### config.mk
export PLATFORM = sky130hd
export DESIGN_NAME = timer_arbiter
export DESIGN_NICKNAME = d
export VERILOG_FILES = /design/src/rtl/timer_arbiter.sv
export SDC_FILE = /design/constraint.sdc
export NUM_CORES = 1
export LEC_CHECK = 0
export ABC_CLOCK_PERIOD_IN_PS = 3600
export BUFFER_PORTS_ARGS = -buffer_cell sky130_fd_sc_hd__buf_2
export CORE_UTILIZATION = 40
export DETAILED_ROUTE_END_ITERATION = 10
export GPL_TIMING_DRIVEN = 0
export PLACE_DENSITY = 0.68
export REMOVE_ABC_BUFFERS = 1
export SLEW_MARGIN = 10
export SYNTH_ARGS = -nofsm -noshare
export SYNTH_HDL_FRONTEND = slang
export SYNTH_SLANG_ARGS = --single-unit
### constraint.sdc
create_clock -name clk -period 3.6 [get_ports clk]
set_input_delay 1.08 -clock clk [delete_from_list [all_inputs] [get_ports clk]]
set_output_delay 1.08 -clock clk [all_outputs]
set_load 0.005 [all_outputs]
### src/rtl/timer_arbiter.sv
// Shared down-counting delay timer, granted round-robin to N requesters.
// A winner is picked in IDLE, its delay counts down on the tick strobe in RUN,
// and a one-cycle done pulse goes back to it in DONE. All outputs are flops.
module timer_arbiter #(
  parameter int unsigned N = 4,
  parameter int unsigned W = 16
) (
  input  logic           clk,
  input  logic           rst_,
  input  logic           tick,
  input  logic [N-1:0]   req,
  input  logic [N*W-1:0] dur,
  output logic [N-1:0]   gnt,
  output logic [N-1:0]   done,
  output logic           busy,
  output logic [W-1:0]   remaining
);

  localparam int unsigned IW = (N > 1) ? $clog2(N) : 1;

  typedef enum logic [1:0] {StIdle, StRun, StDone} state_e;

  state_e        state_q, state_d;
  logic [IW-1:0] ptr_q, ptr_d;
  logic [IW-1:0] own_q, own_d;
  logic [W-1:0]  rem_q, rem_d;
  logic [N-1:0]  gnt_q, gnt_d;
  logic [N-1:0]  done_q, done_d;
  logic          busy_q, busy_d;

  logic          win_valid;
  logic [IW-1:0] win_idx;
  logic [IW-1:0] cand;
  logic [W-1:0]  win_dur;
  logic [N-1:0]  own_onehot;

  // Round-robin search: first requester after the last winner, wrapping.
  always_comb begin
    win_valid = 1'b0;
    win_idx   = '0;
    cand      = '0;
    win_dur   = '0;
    for (int unsigned k = 1; k <= N; k++) begin
      cand = IW'((32'(ptr_q) + k) % N);
      if (!win_valid && req[cand]) begin
        win_valid = 1'b1;
        win_idx   = cand;
      end
    end
    for (int i = 0; i < N; i++) begin
      if (win_idx == IW'(i)) win_dur = dur[i*W +: W];
    end
  end

  // Next-state, counter and registered-output values.
  always_comb begin
    state_d = state_q;
    ptr_d   = ptr_q;
    own_d   = own_q;
    rem_d   = rem_q;
    case (state_q)
      StIdle: begin
        rem_d = '0;
        if (win_valid) begin
          state_d = StRun;
          ptr_d   = win_idx;
          own_d   = win_idx;
          rem_d   = win_dur;
        end
      end
      StRun: begin
        // Abort beats completion; completion does not wait for tick.
        if (!req[own_q]) begin
          state_d = StIdle;
          rem_d   = '0;
        end else if (rem_q == '0) begin
          state_d = StDone;
        end else if (tick) begin
          rem_d = rem_q - 1'b1;
        end
      end
      StDone: begin
        state_d = StIdle;
        rem_d   = '0;
      end
      default: begin
        state_d = StIdle;
        rem_d   = '0;
      end
    endcase

    own_onehot = N'(1) << own_d;
    gnt_d      = (state_d == StRun)  ? own_onehot : '0;
    done_d     = (state_d == StDone) ? own_onehot : '0;
    busy_d     = (state_d != StIdle);
  end

  // State and output registers; reset leaves channel 0 first in line.
  always_ff @(posedge clk or negedge rst_) begin
    if (!rst_) begin
      state_q <= StIdle;
      ptr_q   <= IW'(N - 1);
      own_q   <= '0;
      rem_q   <= '0;
      gnt_q   <= '0;
      done_q  <= '0;
      busy_q  <= 1'b0;
    end else begin
      state_q <= state_d;
      ptr_q   <= ptr_d;
      own_q   <= own_d;
      rem_q   <= rem_d;
      gnt_q   <= gnt_d;
      done_q  <= done_d;
      busy_q  <= busy_d;
    end
  end

  assign gnt       = gnt_q;
  assign done      = done_q;
  assign busy      = busy_q;
  assign remaining = rem_q;

endmodule
; ---- Word-level counts from Yosys, hierarchy flattened
; Index checks and enable logic that the tools add are counted.
[op_classes]
addsub = 5
magnitude_cmp = 5
n_eq_ne = 8
n_shift = 1
mux = 35
n_reduce_logical = 12
[ops]
columns = cell, count
row1 = 16-bit two-way mux, 8
row2 = 16-bit case mux with 2 select lines, 1
row3 = 2-bit two-way mux, 9
row4 = 16-bit zero test, 1
row5 = "16-bit by 1-bit subtractor with 16-bit output, second input constant", 1
row6 = "2-bit by 3-bit < comparator with 1-bit output, second input constant", 5
row7 = 1-bit binary-select mux with 2-bit select, 5
row8 = 1-bit two-way mux, 9
row9 = 4-bit two-way mux, 2
row10 = "2-bit by 1-bit equality test with 1-bit output, second input constant", 3
row11 = "2-bit equality test, second input constant", 3
row12 = "3-bit != test, second input constant", 2
row13 = "2-bit by 1-bit adder with 2-bit output, second input constant", 2
row14 = "2-bit adder, second input constant", 2
row15 = 2-bit zero test, 2
row16 = 2-bit case mux with 2 select lines, 1
row17 = 2-bit AND reduction, 2
row18 = "1-bit by 2-bit << shifter with 4-bit output, first input constant", 1
row19 = 1-bit logical AND, 3
row20 = 1-bit zero test, 3
row21 = 2-bit nonzero test, 1
[totals]
register_bits = 31
input_bits = 71
output_inout_bits = 25
word_cells = 73

; ---- Longest topological paths before layout
[logic_depth]
depth_word = 20
ltp_mapped = 8
mapped_depth_nobuf = 7

; ---- Worst setup path after synthesis
; No wires, ideal clock.
[synth_path]
kind = input port to flip-flop
from = in req[3]
to = reg done_q[3] (netlist: done[3])
setup_ps = 74
arrival_time_ps = 2598
t_required_ps = 3526
path_slack_ps = 928
cell_stages = 7
n_path_buf = 2
path_cell_list = buf_2 nor4_1 or3_1 buf_6 o41ai_4 or3b_1 nor2_1
[synth_via]
elab_chain_cells = 16
word_cells_on_any_way = 32
classes_between = 1 x eq/ne / 1 x shift / 24 x mux / 6 x reduce/logical
[synth_lines]
columns = item, line
row1 = from (decl), 11  ; input logic [N-1:0] req,
row2 = 1-bit binary-select mux with 2-bit select, 45  ; if (!win_valid && req[cand]) begin
row3 = 1-bit two-way mux (not written as such), 45
row4 = 1-bit two-way mux, 45
row5 = 1-bit zero test, 45
row6 = 1-bit logical AND, 45
row7 = 1-bit two-way mux, 45
row8 = 1-bit zero test, 45
row9 = 1-bit logical AND, 45
row10 = [2 not listed], n/a
row11 = 1-bit logical AND, 45
row12 = 2-bit two-way mux or 1-bit two-way mux (tied branches), 45
row13 = 2-bit two-way mux (*), 64  ; if (win_valid) begin
row14 = 2-bit two-way mux (*), 61  ; case (state_q)
row15 = via own_d[1], 25  ; logic [IW-1:0] own_q, own_d;
row16 = 1-bit by 2-bit << shifter with 4-bit output (*), 92  ; own_onehot = N'(1) << own_d;
row17 = 4-bit two-way mux (*), 94  ; done_d = (state_d == StDone) ? own_onehot : '0;
row18 = via done_d[3], 28  ; logic [N-1:0] done_q, done_d;
row19 = to (signal assigned), 114  ; done_q <= done_d;
row20 = to (decl), 28
; The timed path passes the listed nets; every way through them passes the cells marked *. The select of a mux whose other input is x is not followed.
; A chain may end at the register's enable or synchronous reset.

; ---- Worst setup path after layout
[layout_path]
from = in req[3]
to = reg rem_q[8] (netlist: remaining[8])
[layout_via]
elab_chain_cells = 19
word_cells_on_any_way = 38
classes_between = 5 x eq/ne / 25 x mux / 8 x reduce/logical
[layout_lines]
columns = item, line
row1 = 1-bit binary-select mux with 2-bit select, 45
row2 = 1-bit two-way mux (not written as such), 45
row3 = 1-bit two-way mux, 45
row4 = 1-bit zero test, 45
row5 = 1-bit logical AND, 45
row6 = 1-bit two-way mux, 45
row7 = 1-bit zero test, 45
row8 = 1-bit logical AND, 45
row9 = 1-bit two-way mux, 45
row10 = 1-bit zero test, 45
row11 = 1-bit logical AND, 45
row12 = 2-bit two-way mux, 45
row13 = 2-bit zero test, 51  ; if (win_idx == IW'(i)) win_dur = dur[i*W +: W];
row14 = 16-bit two-way mux (4 in a row), 51
row15 = 16-bit two-way mux, 64
row16 = 16-bit case mux with 2 select lines, 61
row17 = to (signal assigned), 112  ; rem_q <= rem_d;
row18 = to (decl), 26  ; logic [W-1:0] rem_q, rem_d;
; Parallel ways exist; a longest one is shown, timed or not. The select of a mux whose other input is x is not followed.

==> flow_metrics.py <==
metrics = {
    "clocking": {
        "numCtsBuffers": 5,
        "cts.repair.resized": 0,
        "clock_latency_ps": 280,
        "h-tree-depth": 2,
        "cts_tree": "built",
        "cts_hold_buffers": 0,
        "clk_pin_slew_ps": 70,
        "cts.sinks": 31,
        "post_cts_buffers": 0,
        "root_buffer": "clkbuf_8",
        "cts.path.max_buffers": 2,
    },
    "floorplan": {
        "die_area_um2": 5690,
        "start_util_pct": 41.9,
        "core_area_um2": 5140,
        "die_h_um": 75.4,
        "dieWidth_um": 75.4,
        "rows": 26,
        "ios": 96,
    },
    "sta": {
        "grt_setup_unrepaired": "no",
        "hold_viol_final": 0,
        "timing.final.crit_period_ps": 3310,
        "setup_viol": 0,
        "finalMaxSlewViolations": 0,
        "fmax_ghz": 0.302,
        "finClkSkew_ps": 3.77,
        "finalCritPeriodShare_pct": 91.9,
        "relSlewSlack_pct": 17.2,
        "holdWs_ps": 561,
        "tightest_slew_ps": 1240,
    },
    "logic_synthesis": {
        "synth-adder-area-share_pct": 0.580,
        "synth_top_family_by_area": "compound AO/OA/AOI/OAI gates",
        "ys_warn_count": 0,
        "synth_mux_area_share_pct": 4.29,
        "synthesis.area_um2": 2160,
        "synth_seq_cells": 31,
        "seq_area_frac_synth_pct": 36.1,
        "yosys.area_share.simple_pct": 24.0,
        "syn_inst": 251,
        "synth-xor-area-share_pct": 4.47,
        "avgSynthCellArea_um2": 8.59,
        "ys_async_sr_fraction_pct": 100,
        "synth_most_common_cell": "dfrtp_1",
        "synth_top_area_share_pct": 33.7,
        "synth-main-ff-cell": "dfrtp_1",
        "synth_cell_type_count": 50,
        "synth_edf_count": 0,
        "synth_area_leaders": "dfrtp_1 (34%), o221ai_1 (6.9%), nand2_1 (4.4%)",
        "synth_commonest_cells": "dfrtp_1 (29), nand2_1 (25), nor2_1 (18)",
        "synth.largest_area_cell": "dfrtp_1",
        "synth-compound-area-share_pct": 24.7,
    },
    "routing": {
        "vias": 2262,
        "drt_pass1_iterations": 4,
        "drc_errors": 0,
        "drt.antenna.violating_nets": 0,
        "totalWireLength_um": 6370,
        "via_per_inst": 5.54,
        "drt_iter0_markers": 192,
        "wl_per_cell_um": 15.6,
    },
    "finish": {
        "nets": 409,
        "n_antenna_cell": 0,
        "drive_above_1_share_pct": 33.7,
        "syn2layout_area_growth_pct": 29.0,
        "multiInputGateArea_um2": 1260,
        "final_util_pct": 54.1,
        "nFillCells": 518,
        "regArea_um2": 778,
    },
    "global_route": {
        "grtUsageTotal_pct": 24.1,
        "grt_antenna_before_repair": 0,
        "grt_max_degree": 32,
        "overflow": 0,
        "grt_pass1_wl_um": 10200,
        "grt_pass1_vias": 2008,
    },
    "placement": {
        "dp.final_hpwl_um": 4750,
        "gp_congestion": 0.878,
        "port_buffers": 95,
    },
    "power_and_ir_drop": {
        "leakagePower_nw": 1.30,
        "power.total_mw": 2.14,
        "vdd.ir_drop.worst_v": 0.000379,
        "p_per_area_nw_per_um2": 771,
    },
    "critical_path": {
        "reg2reg_depth": 5,
        "slowest_stage": "a21boi_1",
        "crit_path_max_incr_delay_ps": 840,
        "critPathCaptureType": "flip-flop",
        "crit_required_ps": 3730,
        "worstSetupStartpointType": "input port",
        "cp_cell_sequence": "buf_2, nand2b_1, a21boi_1, or3_1, mux2i_1, o221ai_1",
        "cp.arrival_ps": 3430,
        "crit_type": "input port to flip-flop",
        "critPathMaxFanout": 17,
    },
    "hold_path": {
        "whs_path_depth": 2,
        "hp-class": "flip-flop to flip-flop",
    },
    "flow_run": {
        "maxCapViolCount": 0,
    },
    "outcome": {
        "status": "finished, final reports clean",
    },
}
state kept, by name, summed over array words and instances, names as in the netlist:
register / count
done: 4
gnt: 4
state_q: 2
ptr_q: 2
busy: 1
remaining: 16
own_q: 2
worst max-delay path, delay by kind of cell:
kind	cells	cell delay, ps
compound gates	2	990
buf+inv	1	150
mux	1	340
simple gates	2	870
kinds of logic (layout without fill, tap and decap cells):
| logic type | count (synthesis) | after routing |
|---|---|---|
| AOI/OAI and AO/OA | 70 | 70 |
| adders and majority gates | 1 | 1 |
| muxes | 8 | 8 |
| xor gates and xnor gates | 11 | 11 |
| DFF | 31 | 31 |
| and+or+nand+nor | 100 | 100 |
| buffers and inverters | 30 | 117 |
routing by layer:
metal	wire (um)	GRT usage, %	vias up
met2	2920	35.5	78
met4	75	6.38	0
li1	-	-	1129
met1	3030	36.5	1047
met3	339	4.10	8
met5	0	0	-
layout make-up:
type / instances / share of cell area [%]
Multi-Input combinational cell: 190 / 45.2
Sequential cell: 31 / 28.0
Timing Repair Buffer: 97 / 17.8
Tap cell: 70 / 3.15
Clock buffer: 6 / 2.97
Inverter: 12 / 1.62
Clock inverter: 2 / 1.26
placed cells by master, fill, tap and decap left out, types with 8 or more instances in the layout:
cell,count
nor4_1,11
dfrtp_1,29
inv_1,12
buf_2,95
nor3_1,16
a211oi_1,12
nor2_1,18
nand2_1,25
o22ai_1,11
o221ai_1,17
xnor2_1,8
final timing paths:
kind	from	to	slack, ps
min in group asynchronous	rst_	own_q[1]	840
max	req[3]	remaining[8]	290
max reg2reg	ptr_q[0]	remaining[8]	720
min	ptr_q[0]	ptr_q[0]	560
min reg2reg	ptr_q[0]	ptr_q[0]	560
max in group asynchronous	rst_	remaining[13]	2300
metrics by stage:
| stage | area (um2) | TNS (ps) | setup WS, ps | cells |
|---|---|---|---|---|
| 2_1_floorplan | 2080 | 0 | 731 | 233 |
| 3_3_place_gp | 2640 | -1010 | -175 | 398 |
| 3_5_place_dp | 2660 | 0 | 31.0 | 399 |
| 4_1_cts | 2770 | 0 | 335 | 407 |
| 5_1_grt | 2780 | 0 | 163 | 408 |
| 6_report | 2780 | 0 | 291 | 408 |
report_power, final:
group	internal [mW]	total, mW	switching [mW]
logic	0.474	1.13	0.654
clock network	0.224	0.358	0.134
registers	0.493	0.658	0.164
Note: power is estimated with default switching activity, not from simulation.
